**src/rtl/ifu_pkg.sv**
```systemverilog
`default_nettype none
// ============================================================================
// Module   : ifu_pkg
// Purpose  : Shared types and constants for the instruction fetch unit.
//            Holds the FSM state enum, the word width and the default
//            reset fetch address, plus the word-granular pc increment.
// Ports    : none (package)
// Revision : 1.0 - initial release
// ============================================================================
package ifu_pkg;

   localparam int unsigned WORD_W = 32;

   localparam logic [WORD_W-1:0] IFU_RESET_PC = 32'h0000_0000;

   typedef enum logic [1:0] {
      IDLE  = 2'd0,
      FETCH = 2'd1,
      FLUSH = 2'd2
   } ifu_state_e;

   // Word-granular increment; wraps FFFF_FFFF -> 0 silently.
   function automatic logic [WORD_W-1:0] pc_next(input logic [WORD_W-1:0] pc);
      return pc + 32'd1;
   endfunction

endpackage
`default_nettype wire

```
**src/rtl/ifu_fifo.sv**
```systemverilog
`default_nettype none
// ============================================================================
// Module   : ifu_fifo
// Purpose  : Prefetch buffer. DEPTH entries of DATA_W bits, power-of-two
//            depth so the pointers wrap naturally. Synchronous flush
//            empties the buffer and overrides push/pop.
// Ports    : clk_i    - clock
//            rst_i    - synchronous active-high reset
//            flush_i  - discard all entries
//            push_i   - write data_i at the tail
//            data_i   - entry to write
//            pop_i    - drop the head entry
//            data_o   - head entry (zero when empty)
//            valid_o  - buffer holds at least one entry
//            count_o  - number of entries held
// Revision : 1.0 - initial release
// ============================================================================
module ifu_fifo #(
   parameter int unsigned DEPTH  = 4,
   parameter int unsigned DATA_W = 64
) (
   input  logic                     clk_i,
   input  logic                     rst_i,
   input  logic                     flush_i,
   input  logic                     push_i,
   input  logic [DATA_W-1:0]        data_i,
   input  logic                     pop_i,
   output logic [DATA_W-1:0]        data_o,
   output logic                     valid_o,
   output logic [$clog2(DEPTH):0]   count_o
);

   localparam int unsigned AW = $clog2(DEPTH);
   localparam int unsigned CW = AW + 1;

   logic [DATA_W-1:0] mem_q [DEPTH];
   logic [AW-1:0]     wptr_q;
   logic [AW-1:0]     rptr_q;
   logic [CW-1:0]     count_q;

   always_ff @(posedge clk_i) begin
      if (rst_i || flush_i) begin
         wptr_q  <= '0;
         rptr_q  <= '0;
         count_q <= '0;
      end else begin
         if (push_i) wptr_q <= wptr_q + AW'(1);
         if (pop_i)  rptr_q <= rptr_q + AW'(1);
         case ({push_i, pop_i})
            2'b10:   count_q <= count_q + CW'(1);
            2'b01:   count_q <= count_q - CW'(1);
            default: count_q <= count_q;
         endcase
      end
   end

   // Storage carries no reset: contents are only visible through valid_o.
   always_ff @(posedge clk_i) begin
      if (push_i && !flush_i && !rst_i) begin
         mem_q[wptr_q] <= data_i;
      end
   end

   assign valid_o = (count_q != '0);
   assign data_o  = valid_o ? mem_q[rptr_q] : '0;
   assign count_o = count_q;

endmodule
`default_nettype wire

```
**src/rtl/instr_fetch_unit.sv**
```systemverilog
`default_nettype none
// ============================================================================
// Module   : instr_fetch_unit
// Purpose  : Read-only instruction prefetcher. Issues sequential word reads
//            to a one-cycle-latency memory, buffers {pc, word} pairs in a
//            DEPTH-entry FIFO and hands them to the consumer with a
//            valid/ready handshake. A redirect pulse discards everything
//            buffered or in flight and restarts at redirect_pc.
// Ports    : clk, reset              - clock, synchronous active-high reset
//            fetch_en                - permits new reads
//            redirect_valid/_pc      - restart fetch at redirect_pc
//            mem_wr, mem_data_in     - tied to zero
//            mem_address             - read address to memory
//            mem_data_out            - read data, one cycle after address
//            instr_valid/_ready      - consumer handshake
//            instr, instr_pc         - buffered word and its address
// Revision : 1.0 - initial release
// ============================================================================
module instr_fetch_unit
   import ifu_pkg::*;
#(
   parameter int unsigned       DEPTH    = 4,
   parameter logic [WORD_W-1:0] RESET_PC = IFU_RESET_PC
) (
   input  logic              clk,
   input  logic              reset,
   input  logic              fetch_en,
   input  logic              redirect_valid,
   input  logic [WORD_W-1:0] redirect_pc,
   output logic              mem_wr,
   output logic [WORD_W-1:0] mem_address,
   output logic [WORD_W-1:0] mem_data_in,
   input  logic [WORD_W-1:0] mem_data_out,
   output logic              instr_valid,
   input  logic              instr_ready,
   output logic [WORD_W-1:0] instr,
   output logic [WORD_W-1:0] instr_pc
);

   localparam int unsigned CW  = $clog2(DEPTH) + 1;
   localparam int unsigned OW  = CW + 1;

   ifu_state_e          state_q, state_d;
   logic [WORD_W-1:0]   pc_q, pc_d;
   logic [WORD_W-1:0]   addr_q, addr_d;
   logic                inflight_q, inflight_d;

   logic [CW-1:0]       w_count;
   logic                w_room;
   logic                w_issue;
   logic                w_push;
   logic                w_pop;
   logic [2*WORD_W-1:0] w_head;

   // Occupancy counts the in-flight read so the buffer can never overflow.
   // Registered values only: a same-cycle pop does not open a slot.
   assign w_room = ({1'b0, w_count} + OW'(inflight_q)) < OW'(DEPTH);

   // ---------------------------------------------------------------- state
   always_ff @(posedge clk) begin
      if (reset) begin
         state_q <= IDLE;
      end else begin
         state_q <= state_d;
      end
   end

   // ----------------------------------------------------------- next state
   always_comb begin
      state_d = state_q;
      if (redirect_valid) begin
         state_d = FLUSH;
      end else begin
         case (state_q)
            IDLE, FETCH, FLUSH: state_d = fetch_en ? FETCH : IDLE;
            default:            state_d = IDLE;
         endcase
      end
   end

   // -------------------------------------------------------------- outputs
   // FLUSH always fetches the redirect target, even if fetch_en has dropped;
   // FETCH needs fetch_en to start a new read.
   always_comb begin
      w_issue = 1'b0;
      if (!reset && !redirect_valid && w_room) begin
         case (state_q)
            FETCH:   w_issue = fetch_en;
            FLUSH:   w_issue = 1'b1;
            default: w_issue = 1'b0;
         endcase
      end

      inflight_d = w_issue;
      addr_d     = w_issue ? pc_q : addr_q;
      if (redirect_valid) begin
         pc_d = redirect_pc;
      end else if (w_issue) begin
         pc_d = pc_next(pc_q);
      end else begin
         pc_d = pc_q;
      end
   end

   always_ff @(posedge clk) begin
      if (reset) begin
         pc_q       <= RESET_PC;
         addr_q     <= RESET_PC;
         inflight_q <= 1'b0;
      end else begin
         pc_q       <= pc_d;
         addr_q     <= addr_d;
         inflight_q <= inflight_d;
      end
   end

   // addr_q still holds the in-flight address when its data returns,
   // so it tags the pushed word.
   assign w_push = inflight_q && !redirect_valid && !reset;
   assign w_pop  = instr_valid && instr_ready && !redirect_valid;

   ifu_fifo #(
      .DEPTH  (DEPTH),
      .DATA_W (2 * WORD_W)
   ) u_fifo (
      .clk_i   (clk),
      .rst_i   (reset),
      .flush_i (redirect_valid),
      .push_i  (w_push),
      .data_i  ({addr_q, mem_data_out}),
      .pop_i   (w_pop),
      .data_o  (w_head),
      .valid_o (instr_valid),
      .count_o (w_count)
   );

   assign mem_address = addr_d;
   assign mem_wr      = 1'b0;
   assign mem_data_in = '0;
   assign instr_pc    = w_head[2*WORD_W-1:WORD_W];
   assign instr       = w_head[WORD_W-1:0];

endmodule
`default_nettype wire

```
**config.mk**
```make
export PLATFORM = sky130hd
export DESIGN_NAME = instr_fetch_unit
export DESIGN_NICKNAME = d
export VERILOG_FILES = /design/src/rtl/ifu_pkg.sv /design/src/rtl/ifu_fifo.sv /design/src/rtl/instr_fetch_unit.sv
export SDC_FILE = /design/constraint.sdc
export NUM_CORES = 1
export LEC_CHECK = 0
export CAP_MARGIN = 20
export CORE_ASPECT_RATIO = 0.7
export CORE_UTILIZATION = 50
export CTS_CLUSTER_DIAMETER = 150
export CTS_CLUSTER_SIZE = 24
export DETAILED_ROUTE_END_ITERATION = 10
export GPL_ROUTABILITY_DRIVEN = 0
export PLACE_DENSITY = 0.74
export SLEW_MARGIN = 20
export SYNTH_ARGS = -nofsm -noshare
export SYNTH_HDL_FRONTEND = slang
export SYNTH_SLANG_ARGS = --single-unit
```
**constraint.sdc**
```tcl
create_clock -name clk -period 8.4 [get_ports clk]
set_input_delay 1.68 -clock clk [delete_from_list [all_inputs] [get_ports clk]]
set_output_delay 1.68 -clock clk [all_outputs]
set_load 0.005 [all_outputs]
```
==> flow_results.org <==
** Detailed routing
- Routed length on met2 :: 12.87 mm
- After detailed routing, the number of remaining DRC violations is 0.
- Routed signal wires occupy layers up through met4.
- Post-route ant nets :: 0
- After detailed routing, the average wire length per cell comes to 20.65 µm.
- Total number of vias :: 7843
- The detailed router put a total of 13.48 mm of wire on met1.
- Detailed-routed wire length on met3 :: 2.368 mm
- Dividing the detail-routed via count by the number of cells gives 5.558.
- For this block, the routed nets add up to 29.14 mm of wire.
- In this run, the number of DRC markers left after iteration 0 of detailed routing was 644.
- Before antenna repair, the detailed router went through 5 iterations.

** Clocking
- TritonCTS built the clock tree.
- The number of gates resized after CTS was 0.
- The later pin in the worst-skew pair is clocked with a latency of 510 ps.
- Number of H-tree branching levels :: 1
- The tree is rooted in a clkbuf_16.
- TritonCTS created 17 clock buffers.
- Number of buffers on the longest clock path :: 3
- The number of hold buffers added after CTS was 0.
- Counting every sink on the clock net gives 332.
- Clock-pin slew was measured on the worst setup and hold paths at 100 ps.
- Buffers added to address setup during post-CTS repair amount to 0.

** Power
- Summed over all nets, the switching power comes to 557.3 µW.
- Clock Power Share :: 32.6%
- Internal power comes to 2.212 mW.
- In this run the power density over the cells is 175.4 nW/µm².
- Leakage power figure :: 5.136 nW
- Seq pwr share :: 64.3%
- Combinational logic burns 3.1% of the power.
- Switching Share :: 20.12%
- Maximum VDD drop :: 0.1536 mV

** Logic synthesis
- Netlist Area Pre-Place :: 13480 µm²
- After synthesis, the share of flip-flops with an asynchronous set or reset is 0%.
- For this run, the leading register cell type out of synthesis is edfxtp_1.
- Largest family of logic cells by synthesized area :: multiplexers
- Sequential elements use 68.30% of the synthesized area.
- Post-synthesis compound-gate area fraction :: 4.631%
- During synthesis, Yosys emitted a total of 0 warnings.
- Basic-gate share of the synthesized area counting and, or, nand and nor cells :: 10.44%
- Synthesized-area fraction occupied by adder cells :: 0.9837%
- Of the total synthesized cell area, the portion taken by XOR and XNOR cells is 0.7146%.
- In the synthesized netlist, mux cells make up 11.00% of the area.
- Number of standard cells after synthesis :: 902
- The synthesized design contains 256 enable-type register cells.
- Number of unique standard cell types used by synthesis :: 56
- The synthesized design contains 332 register bits.
- In this run the mean area of a mapped cell was 14.95 µm².

** Critical path
- R2r startpoint :: state_q[0]$_SDFF_PP0_
- The setup check on the worst reg-to-reg path leaves a slack of 5000 ps.
- STA classifies the critical path startpoint as a primary input.
- Critical Path Sink Type :: output pin
- Data arrives at the worst endpoint at 5160 ps.
- Max FO, Critical Path :: 67
- Critical setup path kind :: primary input to output pin
- STA puts the critical path data required time at 6720 ps.
- In this run the critical register-to-register path is captured at pc_q[22]$_SDFFE_PP0P_.
- Measured in cells, the most critical reg-to-reg path has a length of 8.

** Timing
- Number of hold violations in the final report :: 0
- Setup TNS :: 0 ps
- Setup repair after global routing left no endpoint under its margin.
- Final count of pins violating max slew :: 0
- Setup violations remaining at the end of the flow were counted as 0.
- Largest clock skew in the final design :: 22.79 ps
- Final hold analysis gives a worst-case slack of 500.6 ps.
- Relative max-transition margin :: 28.21%
- Fmax :: 146.2 MHz
- Ratio of final minimum period to clock period :: 81.46%
- The clock period could shrink to 6842 ps.
- Pin slew with the least headroom to its limit :: 1077 ps

** Cells and area
- Sequential cell area :: 9216 µm²
- For this run, the number of standard cells in the final layout without fillers is 1411.
- Cells fill 60.61% of the core in the end.
- Layout-stage area growth over the synthesis result :: 17.13%
- The net count of the finished layout is 1121.
- Footprint of the multi-input gates :: 3889 µm²
- The post-route netlist has 9.791% of its cells at a drive strength greater than 1.
- Fill count :: 1957
- After routing the design area is 15790 µm².

** Floorplanning
- Core Rows :: 49
- From bottom edge to top edge, the die measures 139.4 µm.
- Boundary pin count :: 199
- The die covers 27640 µm².
- The total area inside the core boundary comes to 26060 µm².
- Starting density of the core :: 51.75%
- Die X :: 198.3 µm

** GRT
- Via count of the first global-routing pass :: 7793
- Global routing finished with a remaining overflow of 0.
- Entering global routing, the biggest net connects 68 pins.
- Antenna violations before repair :: 2
- Across every metal layer, demand over resource in global routing totals 21.11%.
- The first global-routing pass estimated 44.91 mm of wire.

** Place
- DP Wirelength :: 17.71 mm
- Post-Place Cell Area :: 15300 µm²
- Input/output buffers :: 165
- Inst Count DP :: 1380

** Run
- Across the run, the number of max-cap violations was 0.

** Run status
- Outcome :: completed

** Worst hold path
- Hold Crit Class :: register to register
- Counting instances, the worst hold path has a depth of 0.
- Hold endpoint :: u_fifo.mem_q[2][56]$_DFFE_PP_
- Start point of the worst min-delay path :: addr_q[24]$_SDFF_PP0_
[worst max-delay path, stage by stage]
cell,delay [ps]
clkdlybuf4s50_1,390
buf_4,210
or2_1,410
or3_4,740
inv_2,770
and2_1,260
a21o_1,100
clkdlybuf4s50_1,500
[power groups by stage]
| stage | clock (mW) | combinational (mW) | sequential [mW] |
|---|---|---|---|
| after floorplan | 0 | 0.0450 | 1.81 |
| after global placement | 0 | 0.0827 | 1.82 |
| after detailed placement | 0 | 0.0842 | 1.82 |
| after CTS | 0.921 | 0.0846 | 1.78 |
| after global routing | 0.972 | 0.0928 | 1.78 |
| final | 0.903 | 0.0856 | 1.78 |
[final cells by class]
type	count	area share (%)
Inverter	14	0.3328
Antenna cell	2	0.03169
Sequential cell	332	58.36
Tap cell	357	2.828
Multi-Input combinational cell	506	24.62
Timing Repair Buffer	171	10.71
Clock buffer	29	3.114
[cells by family (layout without fill, tap and decap cells)]
logic type	Yosys count	in the layout
and+or+nand+nor	281	281
buffers and inverters	96	214
DFF	332	332
adders and majority gates	10	10
AOI/OAI and AO/OA	103	103
muxes	68	68
xor gates and xnor gates	11	11
other	1	35
[state kept, by name, summed over array words and instances (netlist names), named ones only]
register,cells
addr_q,32
inflight_q,1
u_fifo.mem_q,256
u_fifo.count_o,3
state_q,2
pc_q,32
u_fifo.rptr_q,2
u_fifo.wptr_q,2
[per-layer routing]
metal  GRT usage [%]  vias up
li1                -     3603
met4           3.835        0
met3           4.653       31
met1           32.19     3912
met5               0        -
met2           31.45      297
[through the flow]
step	setup WS [ps]	power (mW)
floorplan	3559	1.857
global placement	1675	1.900
detailed placement	1625	1.902
CTS	1614	2.786
global route	1386	2.847
finish	1558	2.769
[Yosys cell counts, drive strengths merged, types with 6 or more instances]
library cell  instances  area, µm²
and2                 68      425.4
a31oi                10      62.56
buf                  53      365.4
a21oi                46      230.2
edfxtp              256       7687
o21ai                18      90.09
and3                  7      43.79
mux4                 64       1441
xor2                  8      70.07
ha                    9      112.6
nand3                13      70.07
dfxtp                76       1521
inv                  14      52.55
or4                   6      45.04
o311ai                8      70.07
nor3                  7      40.04
nand4                14      87.58
clkbuf               29      108.9
nor2                 26      97.59
nand2               121      454.2
[layout by cell type (no fill, tap or decap), drive strengths merged, types with 4 or more instances in the layout]
cell type      netlist  layout
edfxtp             256     256
clkdlybuf4s50        0     164
nand2              121     121
dfxtp               76      76
and2                68      68
mux4                64      64
a21oi               46      46
conb                 1      33
clkbuf              29      29
nor2                26      26
o21ai               18      18
nand4               14      14
inv                 14      14
nand3               13      13
a31oi               10      10
ha                   9       9
o311ai               8       8
xor2                 8       8
nor3                 7       7
buf                 53       7
and3                 7       7
or4                  6       6
a22oi                4       4
nor2b                4       4
or3                  4       4
[worst max path at each step]
stage	end	start	slack [ps]
finish	mem_address[30]	redirect_valid	1560
global route	mem_address[30]	redirect_valid	1390
CTS	mem_address[30]	redirect_valid	1610
detailed placement	mem_address[30]	redirect_valid	1630
global placement	mem_address[30]	redirect_valid	1680
floorplan	mem_address[10]	reset	3560
Note: power is estimated with default switching activity, not from simulation.
==> RTL edit (same settings) <==
Re-encode `ifu_state_e` (3 states) as one-hot, 3 bits wide.
--- a/src/rtl/ifu_pkg.sv
+++ b/src/rtl/ifu_pkg.sv
@@ -14,8 +14,8 @@
    localparam logic [WORD_W-1:0] IFU_RESET_PC = 32'h0000_0000;
 
-   typedef enum logic [1:0] {
-      IDLE  = 2'd0,
-      FETCH = 2'd1,
-      FLUSH = 2'd2
+   typedef enum logic [2:0] {
+      IDLE  = 3'b001,
+      FETCH = 3'b010,
+      FLUSH = 3'b100
    } ifu_state_e;
 
Behaviour: no difference found for any inputs over 4 cycles, from zero or initial values and one cycle with reset high; so few cycles prove little.
==> RTL edit against the original RTL <==
Wire length shrank 5.1%; largest cell class unchanged; largest power group unchanged; count of clock-buffer cells in the layout shrank 1; setup slack gained 0.52 ns; power shrank 0.58%; synthesized area grew 0.46%; combinational power grew 9.5%; sequential cell count grew 1; fmax grew 8.3%; non-clock buffer count grew 2; critical path type unchanged; highest routed layer unchanged; design area grew 0.63%; die area grew 0.46%.
==> RTL edit: results (changes against the original RTL) <==
[global_route]
grt_pass1_wl_um=42600  ; -5.1%
gr-usage-met1=0.304  ; -0.0179
grt_start_max_net_pins=65  ; -4.4%
gr-usage-met2=0.307  ; -0.00754
antenna_found_initial=0  ; -2
grtUsageMet3=0.0407  ; -0.00582
grt_usage=0.201  ; -0.0102
grt_pass1_vias=7446  ; -4.5%

[layout]
drive_above_1_share=0.115  ; +0.0175
antenna_cells=0  ; -2
nFillCells=2025  ; +3.5%

[critical_path]
r2r_end=u_fifo.count_o[2]
endpoint=mem_address[31]
ff2ff_setup_slack_ns=5.50  ; +0.50 ns
reg2reg_from=u_fifo.count_o[0]
cp.arrival_ns=4.64  ; -0.52 ns
slowest_delay_ns=0.67  ; -0.10 ns
cp_max_fo=33  ; -51%

[outcome]
outcome=complete, no violations

[yosys]
synth_xor_area_frac=0.0226  ; +0.0155
yosysSeqAreaShare=0.681  ; -0.00168
synthAdderAreaFrac=0.00702  ; -0.00282
synth_compound_area_frac=0.0278  ; -0.0185
synth.distinct_cells=47  ; -16%
ys_top_cells_by_count=edfxtp_1 (256), dfxtp_1 (77), and2_1 (70)

[power_and_ir_drop]
p_seq_frac=0.650  ; +0.007
p_leak_nw=5.18  ; +0.86%
p_int_mw=2.20  ; -0.39%

[route]
met1Wirelength_um=13100  ; -2.8%
wl_met3_um=1660  ; -30%
postRouteWirelength_um=27600  ; -5.1%
vias_per_cell=5.45  ; -1.9%
drtIter0Drc=442  ; -31%

[placement]
dp_slack_ns=2.11  ; +0.486 ns
placed_cell_area_mm2=0.0154  ; +0.68%
place_hpwl_um=16800  ; -5.0%

[hold_path]
hold_path_end=u_fifo.mem_q[1][60]

[sta]
fin_crit_ns=6.32  ; -0.523 ns
fin_skew_ns=0.0147  ; -0.00804 ns

## RTL edit: changes by cell type after synthesis, sizes merged, moves of 8 or more
cell and delta:
a31oi -10, xor2 +23, nor2b +28, nand2 -92, a21oi -35, a211oi +17, mux2 +32, o311ai -8
o21ai -9
## RTL edit: area by class of cell
| type | count | area, um2 | area share |
|---|---|---|---|
| clock buffer | 28 | 467 | 0.0294 |
| clock inverter | 1 | 5.00 | 0.000315 |
| inverter | 8 | 30.0 | 0.00189 |
| multi-input combinational | 445 | 3990 | 0.251 |
| sequential | 333 | 9240 | 0.581 |
| tap | 357 | 447 | 0.0281 |
| timing repair buffer | 173 | 1720 | 0.108 |
## RTL edit: stage by stage
step | util | cells | power, mW | hold slack [ns]
finish | 0.608 | 1345 | 2.75 | 0.510
global placement | 0.590 | 1315 | 1.92 | 0.487
global route | 0.608 | 1345 | 2.83 | 0.529
detailed placement | 0.590 | 1315 | 1.92 | 0.487
CTS | 0.608 | 1344 | 2.77 | 0.509
floorplan | - | 861 | 1.87 | 0.453
